**config.mk**
```make
export PLATFORM = sky130hd
export DESIGN_NAME = icache
export DESIGN_NICKNAME = d
export VERILOG_FILES = /design/src/rtl/cpu_types_pkg.sv /design/src/rtl/icache_stats.sv /design/src/rtl/icache.sv
export SDC_FILE = /design/constraint.sdc
export NUM_CORES = 1
export LEC_CHECK = 0
export ABC_AREA = 1
export BUFFER_PORTS_ARGS = -buffer_cell sky130_fd_sc_hd__buf_2
export CAP_MARGIN = 20
export CORE_ASPECT_RATIO = 0.5
export CORE_UTILIZATION = 50
export CTS_CLUSTER_DIAMETER = 40
export DETAILED_ROUTE_END_ITERATION = 6
export HOLD_SLACK_MARGIN = 0.08
export PLACE_DENSITY = 0.67
export SLEW_MARGIN = 20
export SYNTH_ARGS = -nofsm -noshare
export SYNTH_HDL_FRONTEND = slang
export SYNTH_SLANG_ARGS = --single-unit
```
**constraint.sdc**
```tcl
create_clock -name CLK -period 9.7 [get_ports CLK]
set_clock_uncertainty 0.1 [all_clocks]
set_input_delay 0.97 -clock CLK [delete_from_list [all_inputs] [get_ports CLK]]
set_output_delay 0.97 -clock CLK [all_outputs]
set_load 0.02 [all_outputs]
```
**src/rtl/cpu_types_pkg.sv**
```systemverilog
// Shared datapath types: instruction word, icache frame layout and icache FSM states.
// The frame struct is sized for the default 16-frame icache.
package cpu_types_pkg;

    typedef logic [31:0] word_t;

    localparam int ICACHE_FRAMES = 16;
    localparam int ICACHE_IDX_W  = $clog2(ICACHE_FRAMES);
    localparam int ICACHE_TAG_W  = 30 - ICACHE_IDX_W;

    typedef struct packed {
        logic                    valid;
        logic [ICACHE_TAG_W-1:0] tag;
        word_t                   data;
    } icache_frame_t;

    typedef enum logic {
        IDLE  = 1'b0,
        FETCH = 1'b1
    } icache_state_t;

endpackage

```
**src/rtl/icache_stats.sv**
```systemverilog
// Wrapping 32-bit hit/miss event counters for the instruction cache.
// Only instantiated when ICACHE_STATS_EN is defined.
module icache_stats
    import cpu_types_pkg::*;
(
    input  logic  CLK,
    input  logic  nRST,
    input  logic  hit_inc,
    input  logic  miss_inc,
    output word_t hit_count,
    output word_t miss_count
);

    always_ff @(posedge CLK) begin
        if (!nRST) begin
            hit_count  <= '0;
            miss_count <= '0;
        end else begin
            if (hit_inc)
                hit_count <= hit_count + 32'd1;
            if (miss_inc)
                miss_count <= miss_count + 32'd1;
        end
    end

endmodule

```
**src/rtl/icache.sv**
```systemverilog
// Direct-mapped, one-word-block instruction cache with zero-latency hits and a blocking fill.
// Optional hit/miss counters are built when ICACHE_STATS_EN is defined.
module icache
    import cpu_types_pkg::*;
#(
    parameter int FRAMES = 16
) (
    input  logic          CLK,
    input  logic          nRST,
    input  logic          imemREN,
    input  word_t         imemaddr,
    output logic          ihit,
    output word_t         imemload,
    output logic          iREN,
    output word_t         iaddr,
    input  logic          iwait,
    input  word_t         iload,
    output word_t         hit_count,
    output word_t         miss_count,
    output icache_state_t dbg_state
);

    localparam int IDX_W = $clog2(FRAMES);
    localparam int TAG_W = 30 - IDX_W;

    logic [FRAMES-1:0] valid;
    logic [TAG_W-1:0]  tags [FRAMES];
    word_t             data [FRAMES];

    icache_state_t state;
    word_t         miss_addr;

    logic [IDX_W-1:0] idx;
    logic [TAG_W-1:0] tag;
    logic [IDX_W-1:0] fill_idx;
    logic [TAG_W-1:0] fill_tag;
    logic             hit;
    logic             miss;

    assign idx      = imemaddr[IDX_W+1:2];
    assign tag      = imemaddr[31:IDX_W+2];
    assign fill_idx = miss_addr[IDX_W+1:2];
    assign fill_tag = miss_addr[31:IDX_W+2];

    assign hit  = (state == IDLE) && imemREN && valid[idx] && (tags[idx] == tag);
    assign miss = (state == IDLE) && imemREN && !hit;

    // Fill handshake: iREN holds high for the whole FETCH state; the word on iload is
    // taken in the first cycle with iREN=1 and iwait=0, and iREN drops the next cycle.
    always_ff @(posedge CLK) begin
        if (!nRST) begin
            state     <= IDLE;
            miss_addr <= '0;
            valid     <= '0;
            for (int i = 0; i < FRAMES; i++) begin
                tags[i] <= '0;
                data[i] <= '0;
            end
        end else begin
            case (state)
                IDLE: begin
                    if (miss) begin
                        miss_addr <= {imemaddr[31:2], 2'b00};
                        state     <= FETCH;
                    end
                end
                FETCH: begin
                    // The fill completes even if the fetch request was redirected meanwhile.
                    if (!iwait) begin
                        valid[fill_idx] <= 1'b1;
                        tags[fill_idx]  <= fill_tag;
                        data[fill_idx]  <= iload;
                        state           <= IDLE;
                    end
                end
                default: state <= IDLE;
            endcase
        end
    end

    assign ihit      = hit;
    assign imemload  = data[idx];
    assign iREN      = (state == FETCH);
    assign iaddr     = miss_addr;
    assign dbg_state = state;

`ifdef ICACHE_STATS_EN
    icache_stats u_stats (
        .CLK        (CLK),
        .nRST       (nRST),
        .hit_inc    (hit),
        .miss_inc   (miss),
        .hit_count  (hit_count),
        .miss_count (miss_count)
    );
`else
    assign hit_count  = '0;
    assign miss_count = '0;
`endif

endmodule

```
==> impl_metrics.json <==
{
  "cts_buffer_depth": 3,
  "grt_usage": 0.3009,
  "cp.arrival_ns": 4.85,
  "pwr-share-comb": 0.086,
  "p_per_area_nw_per_um2": 198.1,
  "switchingPower_uw": 2397,
  "post-route-period-util": 0.6106,
  "setup_tns_ns": 0,
  "cts_root_buffer": "clkbuf_16",
  "grt_max_degree": 214,
  "hold_buffers": 0,
  "slew_viol_final": 0,
  "period_minus_slack_ns": 5.923,
  "rsz0062_at_grt": "false",
  "port_buffers": 130,
  "synth_most_common_cell": "nor2_1",
  "hp-class": "reg -> reg",
  "post_cts_buffers": 0,
  "critical_path_class": "in -> out",
  "synth_flop_cell": "edfxtp_1",
  "yosys.area.top_type": "edfxtp_1",
  "numCtsBuffers": 102,
  "tightest_slew_ns": 1.244,
  "rows": 76,
  "final_cell_area_um2": 48650,
  "drv_cap": 0,
  "p_leak_uw": 0.01924,
  "synth_common_cells": "nor2_1, edfxtp_1, nand2_1",
  "ys_seq_area_frac": 0.6527,
  "multi_input_area_um2": 12890,
  "hpwl_um": 64450,
  "fmax_mhz": 168.8,
  "grt_pass1_wl_um": 198200,
  "gp_congestion": 0.8567,
  "diodes": 0,
  "synth_area_um2": 44140,
  "synth_warnings": 0,
  "clock_power_share": 0.417,
  "wl_um": 136700,
  "dpl_cell_area_um2": 45170,
  "synth_cell_types": 29,
  "ir_worst_vdd_uv": 139.7,
  "switching_share": 0.2487,
  "vias": 33720,
  "cts.sinks": 975,
  "core_region_area_um2": 86720,
  "cts_tree": "built",
  "cp-start-kind": "input port",
  "ys_ff_latch": 975,
  "status": "finished clean",
  "end_kind": "output pin",
  "grt_pass1_vias": 31340,
  "cts_resized": 0,
  "drcViolationCount": 0,
  "ios": 199,
  "seq_area_um2": 28810,
  "finalSetupViolCount": 0,
  "maxSlewHeadroom": 0.1705,
  "drive_gt1_frac": 0.08651,
  "drt_pass1_iterations": 6,
  "avgRoutedWirePerCell_um": 24.07,
  "die_y_um": 212.1,
  "worst_setup_hold_path_clk_slew_ns": 0.06,
  "worstPathMaxFanout": 104,
  "drtIter0Drc": 4476,
  "r2r_cells": 5,
  "synth_top_area_share": 0.6314,
  "n_fill_cell": 7337,
  "avgSynthCellArea_um2": 9.801,
  "synth_edf_count": 928,
  "drt.antenna.violating_nets": 0,
  "clk-insertion-delay-late_ns": 0.70,
  "htreeDepth": 3,
  "nets": 4490,
  "synth_cells": 4503,
  "syn_to_final_growth_pct": 10.23,
  "antenna_found_initial": 2,
  "hold_viol_final": 0,
  "seq_power_share": 0.498,
  "worstHoldPathCells": 2,
  "yosys-top-cells-area": "edfxtp_1, nor2_1, nand2_1, o21ai_0, nand3_1",
  "grt.overflow.total": 0,
  "worstPathRequired_ns": 8.63,
  "dieWidth_um": 422.2,
  "vias_per_cell": 5.939,
  "initial_core_util": 0.5089,
  "async_reset_ff_frac": 0,
  "p_int_uw": 7239,
  "die-area_um2": 89540
}
## stage by stage
stage	util	cells	total power (µW)	setup slack (ns)	hold WS (ns)
after CTS	0.5603	5675	9630	3.614	0.3410
after global routing	0.5610	5678	9883	3.657	0.3558
final	0.5610	5678	9635	3.777	0.3435
after global placement	0.5209	5485	5671	3.715	0.3261
after detailed placement	0.5209	5485	5692	3.668	0.3309
after floorplan	-	4568	5423	5.693	0.3186
## final cells by class
| type | instances | share of cell area |
|---|---|---|
| Tap cell | 1170 | 0.03009 |
| Sequential cell | 975 | 0.5921 |
| Timing Repair Buffer | 184 | 0.02315 |
| Clock inverter | 68 | 0.01451 |
| Clock buffer | 122 | 0.05573 |
| Inverter | 248 | 0.01952 |
| Multi-Input combinational cell | 2911 | 0.2649 |
## worst max-delay path: stages
cell and delay, ns:
buf_8 0.33, buf_4 0.65, buf_6 0.67, buf_4 0.91
o21ai_0 0.24, o221ai_1 0.31, o211ai_1 0.18, nand2_1 0.17
buf_2 0.18
## registers in the layout, summed over array words and instances, names as in the netlist
signal / flops
iaddr: 30
data: 512
dbg_state: 1
valid: 16
tags: 416
## logic make-up after synthesis
family                 count (synthesis)  share of synthesized area
buffers and inverters                682                    0.06670
AOI/OAI and AO/OA                    575                    0.07813
and+or+nand+nor                     2270                     0.2024
DFF                                  975                     0.6527
other                                  1                 0.00008496
## worst paths after layout
path	start	end	slack [ns]
worst min-delay path	valid[2]	valid[2]	0.34
worst min register to register	valid[2]	valid[2]	0.34
worst max register to register	dbg_state	tags[7][16]	5.69
worst max-delay path	imemaddr[2]	imemload[18]	3.78
## placed cells by master, fill, tap and decap left out, types with 7 or more instances in the layout
master,count
bufinv_16,11
dfxtp_1,47
o21ai_0,327
nand2_1,580
nor2_1,1341
nand2_4,32
buf_2,125
o211ai_1,66
a21oi_1,43
clkinv_1,13
o22ai_1,34
edfxtp_1,928
conb_1,66
clkinv_4,7
inv_6,9
o221ai_1,94
nand3_1,299
o21ai_1,8
clkinvlp_4,7
clkbuf_1,15
clkbuf_16,105
inv_1,243
clkinv_2,19
buf_4,50
## metal layers
layer	wire length (µm)	up-vias	global-route usage
met2	62270	2190	0.4812
met5	0	-	0
met1	52150	16320	0.4071
met3	16890	340	0.05565
met4	5352	0	0.1247
li1	-	14870	-
## power groups by stage
stage                     sequential (µW)  clock, µW  combinational [µW]
after global placement               4880          0                 792
after detailed placement             4890          0                 806
after global routing                 4810       4190                 884
after CTS                            4800       4020                 810
final                                4800       4010                 824
after floorplan                      4890          0                 530
Power figures use the tool's default switching activity.
